File: src/rtl/mem_port_arbiter.sv
// mem_port_arbiter: byte-serial port onto the 8-bit external RAM/IO bus, shared by the
// instruction fetcher (multi-word bursts) and the LSU (byte/half/word, unaligned allowed).
// One access is in flight at a time; simultaneous requests alternate between the two clients.
module mem_port_arbiter #(
  parameter int                ADDR_W      = 32,
  parameter int                BURST_WORDS = 4,
  parameter logic [ADDR_W-1:0] IO_BASE     = ADDR_W'(32'h0003_0000)
) (
  input  logic                           clk_in,
  input  logic                           rst_in,
  input  logic                           rdy_in,
  input  logic [7:0]                     mem_din,
  output logic [7:0]                     mem_dout,
  output logic [ADDR_W-1:0]              mem_a,
  output logic                           mem_wr,
  input  logic                           io_full_in,
  input  logic                           if_req,
  input  logic [ADDR_W-1:0]              if_addr,
  input  logic                           if_flush,
  output logic                           if_word_vld,
  output logic [31:0]                    if_word,
  output logic [$clog2(BURST_WORDS):0]   if_word_idx,
  output logic                           if_done,
  input  logic                           ls_req,
  input  logic                           ls_we,
  input  logic [1:0]                     ls_size,
  input  logic [ADDR_W-1:0]              ls_addr,
  input  logic [31:0]                    ls_wdata,
  output logic [31:0]                    ls_rdata,
  output logic                           ls_done,
  output logic                           busy_out
);

  localparam int IDX_W = $clog2(BURST_WORDS) + 1;
  localparam int CNT_W = IDX_W + 2;
  localparam logic [CNT_W-1:0] FETCH_LAST = CNT_W'(4 * BURST_WORDS - 1);

  typedef enum logic [2:0] {
    IDLE,
    IF_RD,
    LS_RD,
    LS_WR,
    IO_WAIT
  } state_t;

  state_t            state;
  logic [CNT_W-1:0]  byte_cnt;
  logic [CNT_W-1:0]  last_cnt;
  logic [31:0]       rbuf;
  logic [31:0]       wsh;
  logic [ADDR_W-1:0] io_addr;
  logic              last_ls;

  logic [31:0]       rd_merge;
  logic              ls_is_io;
  logic [CNT_W-1:0]  ls_last;
  logic              grant_ls;
  logic              grant_if;

  // Read buffer with the byte arriving this cycle slotted into its little-endian lane
  always_comb begin
    rd_merge = rbuf;
    case (byte_cnt[1:0])
      2'd0:    rd_merge[7:0]   = mem_din;
      2'd1:    rd_merge[15:8]  = mem_din;
      2'd2:    rd_merge[23:16] = mem_din;
      default: rd_merge[31:24] = mem_din;
    endcase
  end

  // Arbitration and LSU length decode; IO space is always a single-byte access
  always_comb begin
    ls_is_io = (ls_addr >= IO_BASE);
    ls_last  = '0;
    if (!ls_is_io) begin
      case (ls_size)
        2'd0:    ls_last = '0;
        2'd1:    ls_last = CNT_W'(1);
        default: ls_last = CNT_W'(3);
      endcase
    end
    grant_ls = ls_req && (!if_req || !last_ls);
    grant_if = if_req && !grant_ls;
  end

  // Access sequencer: grants in IDLE, then walks the bytes of the granted access one per cycle
  always_ff @(posedge clk_in or negedge rst_in) begin
    if (!rst_in) begin
      state       <= IDLE;
      byte_cnt    <= '0;
      last_cnt    <= '0;
      rbuf        <= '0;
      wsh         <= '0;
      io_addr     <= '0;
      last_ls     <= 1'b0;
      mem_a       <= '0;
      mem_dout    <= '0;
      mem_wr      <= 1'b0;
      if_word_vld <= 1'b0;
      if_word     <= '0;
      if_word_idx <= '0;
      if_done     <= 1'b0;
      ls_rdata    <= '0;
      ls_done     <= 1'b0;
    end else if (rdy_in) begin
      ls_done     <= 1'b0;
      if_word_vld <= 1'b0;
      if_done     <= 1'b0;
      case (state)
        IDLE: begin
          if (grant_ls) begin
            last_ls  <= 1'b1;
            byte_cnt <= '0;
            last_cnt <= ls_last;
            rbuf     <= '0;
            if (!ls_we) begin
              state <= LS_RD;
              mem_a <= ls_addr;
            end else if (ls_is_io && io_full_in) begin
              state   <= IO_WAIT;
              io_addr <= ls_addr;
              wsh     <= ls_wdata;
            end else begin
              state    <= LS_WR;
              mem_a    <= ls_addr;
              mem_wr   <= 1'b1;
              mem_dout <= ls_wdata[7:0];
              wsh      <= {8'd0, ls_wdata[31:8]};
            end
          end else if (grant_if) begin
            last_ls  <= 1'b0;
            state    <= IF_RD;
            mem_a    <= if_addr;
            byte_cnt <= '0;
            last_cnt <= FETCH_LAST;
          end
        end

        IO_WAIT: begin
          if (!io_full_in) begin
            state    <= LS_WR;
            mem_a    <= io_addr;
            mem_wr   <= 1'b1;
            mem_dout <= wsh[7:0];
          end
        end

        LS_WR: begin
          if (byte_cnt == last_cnt) begin
            state    <= IDLE;
            mem_a    <= '0;
            mem_wr   <= 1'b0;
            mem_dout <= '0;
            ls_done  <= 1'b1;
          end else begin
            byte_cnt <= byte_cnt + CNT_W'(1);
            mem_a    <= mem_a + ADDR_W'(1);
            mem_dout <= wsh[7:0];
            wsh      <= {8'd0, wsh[31:8]};
          end
        end

        LS_RD: begin
          rbuf <= rd_merge;
          if (byte_cnt == last_cnt) begin
            state    <= IDLE;
            mem_a    <= '0;
            ls_rdata <= rd_merge;
            ls_done  <= 1'b1;
          end else begin
            byte_cnt <= byte_cnt + CNT_W'(1);
            mem_a    <= mem_a + ADDR_W'(1);
          end
        end

        IF_RD: begin
          if (if_flush) begin
            state <= IDLE;
            mem_a <= '0;
          end else begin
            rbuf <= rd_merge;
            if (byte_cnt[1:0] == 2'd3) begin
              if_word_vld <= 1'b1;
              if_word     <= rd_merge;
              if_word_idx <= byte_cnt[CNT_W-1:2];
            end
            if (byte_cnt == last_cnt) begin
              state   <= IDLE;
              mem_a   <= '0;
              if_done <= 1'b1;
            end else begin
              byte_cnt <= byte_cnt + CNT_W'(1);
              mem_a    <= mem_a + ADDR_W'(1);
            end
          end
        end

        default: begin
          state  <= IDLE;
          mem_a  <= '0;
          mem_wr <= 1'b0;
        end
      endcase
    end
  end

  assign busy_out = (state != IDLE);

endmodule

File: config.mk
export PLATFORM = sky130hd
export DESIGN_NAME = mem_port_arbiter
export DESIGN_NICKNAME = d
export VERILOG_FILES = /design/src/rtl/mem_port_arbiter.sv
export SDC_FILE = /design/constraint.sdc
export NUM_CORES = 1
export LEC_CHECK = 0
export CORE_UTILIZATION = 49
export CTS_BUF_LIST = sky130_fd_sc_hd__clkbuf_8
export DETAILED_ROUTE_END_ITERATION = 6
export HOLD_SLACK_MARGIN = 0.03
export PLACE_DENSITY = 0.87
export SETUP_SLACK_MARGIN = 0.02
export SLEW_MARGIN = 0
export SYNTH_ARGS = -nofsm -noshare
export SYNTH_HDL_FRONTEND = slang
export SYNTH_SLANG_ARGS = --single-unit
File: constraint.sdc
create_clock -name clk_in -period 2.26 [get_ports clk_in]
set_input_delay 0.226 -clock clk_in [delete_from_list [all_inputs] [get_ports clk_in]]
set_output_delay 0.226 -clock clk_in [all_outputs]
set_load 0.1 [all_outputs]
==> run summary, run 1 <==
The final reports fail on setup timing. For this run, the top clock speed supported by timing is 418.0 MHz. At the later pin of the worst-skew pair, clock insertion delay measures 0.56 ns. The width of the die was 153.4 um.

Yosys attributes the largest share of cell area to dfrtp_1 (49%), mux2_2 (6.9%), mux2i_1 (6.3%). After synthesis the cells add up to 11,240 um2. The worst hold path belongs to the class input pin to asynchronous set/reset pin.

The flow ran to the end, but the final reports show violations. The share of total power dissipated in the clock network is 16.0%. For this configuration, the core starts out at a cell density of 49.78%. The worst path uses 105.9% of the clock period. The run gives 3 as the initial antenna violation count. The prevailing post-synth register cell was dfrtp_1. The worst reg2reg path depth works out to 5.

The initialized floorplan defines 55 standard-cell rows. Setup violations remaining at the end of the flow were counted as 5. Pin placement for this block handled 226 I/O pins. In the final layout, the multi-input gates occupy 5513 um2. The async set-reset flop share out of synthesis is 100.0%. The critical path is of the flop to flop type.

Clock skew on the completed layout was measured at 0.03550 ns. The first global-routing pass estimated 55,300 um of wire. For the length of the first detailed-routing pass in iterations, the log shows 5. The total number of yosys warnings was 0. The worst slew margin relative to its limit is 61.24%, and the count of pins over their slew limit is 0.

The maximum single-stage delay on the critical path is 0.58 ns, and the sequential standard cell area is 5557 um2. For the pin with the worst max-slew slack, the measured transition is 0.5776 ns. After detailed placement, the design holds a cell count of 1,686.

For the worst path setup slack after routing, the log shows -0.1323 ns. In the layout the commonest cells are buf_4 (228), dfrtp_1 (190), nand2_1 (127). Traced cell by cell, the critical path runs through nand4_1, or4_4, or4_4, and4_4, or4b_1. For the worst setup path, the data required time is 2.70 ns. Sequential elements use 48.78% of the synthesized area.

Synthesis produced a netlist whose cell count is 1,125. The largest net degree at the start of global routing is 68. Broken down by cell family, the worst path's largest delay share belongs to simple AND/OR/NAND/NOR gates. For the number of sinks driven by the clock tree, the log shows 219. For this design the ratio of total power to cell area is 1415 nW/um2. Adding up every negative setup slack in the final design gives -0.3668 ns.

Minimum clock period after layout: 2.392 ns. The overall global routing resource usage came out at 29.74%. The internal power of the cells totals 10,940 uW.

Number of hold-slack violations in the final timing report: 0. The tools report the post-route worst hold slack as 0.2382 ns. For this block, the via count after detailed routing is 10.67k. Of the total power, registers draw 29.3%.

The clock-pin slew on the worst setup and hold paths was 0.07 ns; the number of max-cap violations was 0. The die covers 23,540 um2. Summed over all layers, the global routing overflow is 0. The sum of buffers and inverters on the critical path came out at 0. The biggest area contributor in the post-synthesis netlist is dfrtp_1. Kind of end point of the critical path: a flop. After the flow finishes, the layout carries non-filler instances totaling 1,754. The count of buffers added on input and output ports is 225. TritonCTS built the clock tree. In this run the biggest area consumer among cell types represents 48.78% of the synthesized area. In this design, the critical path's most frequently occurring cell is or4_4. The tools report the total clock buffers created by CTS as 38. In this run the clock root is driven by a clkbuf_8. Each instance of the synthesized netlist takes up on average 9.987 um2. In this run the remaining antenna-violating nets after routing total 0. The filler cells instantiated in the layout total 1,624. The maximum VDD drop was 1950 uV. Leaving out fill and tap cells, the most frequent cell in the layout is buf_4. In this run, synthesis produced a sequential element count of 219. The logs give 0.9408 for the final weighted congestion in routability-driven placement and 1,244 for the net count after synthesis.

At the worst endpoint, the arrival time is 2.83 ns. For this design the total switching power over the nets is 10,960 uW. Measured on the finished design, the core utilization comes to 68.61%. The tools report the deepest clock path buffer count as 3. Measured along the y axis, the die boundary spans 153.4 um.

The violation count after the first detailed-route iteration is 763, and the fraction of power spent switching nets is 50.05%. The half-perimeter wire length of the detailed placement result is 25,810 um. The tools report the post-synthesis cell type count as 71. In the final design database the tool counted 1,562 nets. In this run the worst path has a maximum fanout of 3.

For this design, the slowest cell found on the critical path is or4_4. The via count of the first global-routing pass was 10.53k; the via density per instance was 6.082. The count of flip-flops with a built-in enable after synthesis came out at 0.

Kind of start point of the critical path: a flop. Dividing the detail-routed wire length by the instance count gives 20.29 um. After detailed routing, the number of remaining DRC violations is 0.

The number of logic stages on the critical path including buffering works out to 5. After floorplanning, the core was sized to cover 22,570 um2. Summed over all layers, the routed wires come to 35,580 um.

Setup repair after global routing could not meet its margin everywhere. Compared with the post-synthesis result, the final layout area differs by 37.84%. The share of post-route cells with drive strength above 1 is 30.74%. Combinational logic burns 54.7% of the power. For this design the static power due to leakage is 0.007205 uW.

In this run the number of H-tree levels came out at 2.
logic make-up after synthesis:
kind of cell,share of synthesized area (%)
adders and majority gates,0.5568
AOI/OAI and AO/OA,18.54
muxes,13.24
DFF,48.78
buffers and inverters,3.808
and+or+nand+nor,14.77
xor gates and xnor gates,0.3119
cell usage after synthesis, drive strengths merged (10+ instances only):
library cell / instances
dfrtp: 219
nand2: 127
nor2: 102
a21oi: 89
mux2i: 71
mux2: 69
clkbuf: 53
o21ai: 45
a31oi: 34
a22o: 32
buf: 31
a211o: 25
inv: 20
nand3: 16
or3: 14
and2: 12
nor4: 11
or4: 11
and3: 10
nor3: 10
o211ai: 10
path summary, 6_finish.rpt:
kind	startpoint	to	slack, ns
min	rst_in	ls_rdata[27]	0.24
max in group asynchronous	rst_in	wsh[27]	1.24
min reg2reg	if_word_vld	if_word_vld	0.49
max reg2reg	mem_a[14]	mem_a[31]	-0.13
max	mem_a[14]	mem_a[31]	-0.13
min in group clk_in	ls_wdata[26]	wsh[26]	0.28
timing repair:
action | CTS | global route
pin swaps | 5 | 1
setup endpoints to repair | 8 | 24
gates resized for setup | 5 | 13
setup buffers | 1 | 0
hold buffers | 1 | 0
endpoints found under the hold margin | 55 | 0
power groups by stage:
stage / clock (uW) / combinational, uW / sequential [uW]
after global routing: 3720 / 12500 / 6550
after detailed placement: 0 / 11800 / 6430
after global placement: 0 / 11600 / 6340
after CTS: 3570 / 11900 / 6370
after floorplan: 0 / 3600 / 10900
final: 3510 / 12000 / 6410
layout make-up:
class                           instances  share of cell area [%]
Tap cell                              285                   2.302
Clock buffer                           46                   4.088
Sequential cell                       219                   35.88
Timing Repair Buffer                  362                   21.03
Antenna cell                            2                 0.03232
Inverter                               20                  0.4847
Multi-Input combinational cell        802                   35.60
Clock inverter                         18                  0.5898
per-layer routing:
layer	vias to the layer above	global-route usage (%)	routed length [um]	part of all wire [%]
met4	2	17.71	2192	6.2
met3	154	6.549	2607	7.3
li1	4765	-	-	-
met1	5192	34.67	13600	38
met5	-	0	8	0.022
met2	554	50.36	17180	48
sequential cells by signal, summed over array words and instances, names as in the netlist:
signal,flops
if_word,32
io_addr,32
ls_rdata,32
mem_a,32
rbuf,32
wsh,32
mem_dout,8
byte_cnt,5
if_word_idx,3
last_cnt,3
state,3
if_done,1
if_word_vld,1
last_ls,1
ls_done,1
mem_wr,1
metrics by stage:
step / total power (uW) / area [um2] / worst slack, ns
after floorplan: 14520 / 11400 / -0.2942
after global placement: 17900 / 14660 / -0.5656
after detailed placement: 18230 / 14660 / -0.5744
after CTS: 21810 / 15420 / -0.1207
after global routing: 22780 / 15490 / -0.1606
final: 21910 / 15490 / -0.1323
worst reg2reg max path, cell delays in order (launching register included):
cell and delay (ns):
dfrtp_4 0.41, nand4_1 0.20, or4_4 0.58, or4_4 0.43
and4_4 0.18, or4b_1 0.48
No activity file was read; power rests on OpenSTA's default activity.
==> run 2: changes to the inputs <==
--- a/config.mk
+++ b/config.mk
@@ -5,6 +5,7 @@
 export SDC_FILE = /design/constraint.sdc
 export NUM_CORES = 1
 export LEC_CHECK = 0
+export CAP_MARGIN = 20
 export CORE_UTILIZATION = 49
 export CTS_BUF_LIST = sky130_fd_sc_hd__clkbuf_8
 export DETAILED_ROUTE_END_ITERATION = 6
==> results of run 2 <==
No change in the layout: final DEF, timing and power equal those of run 1.
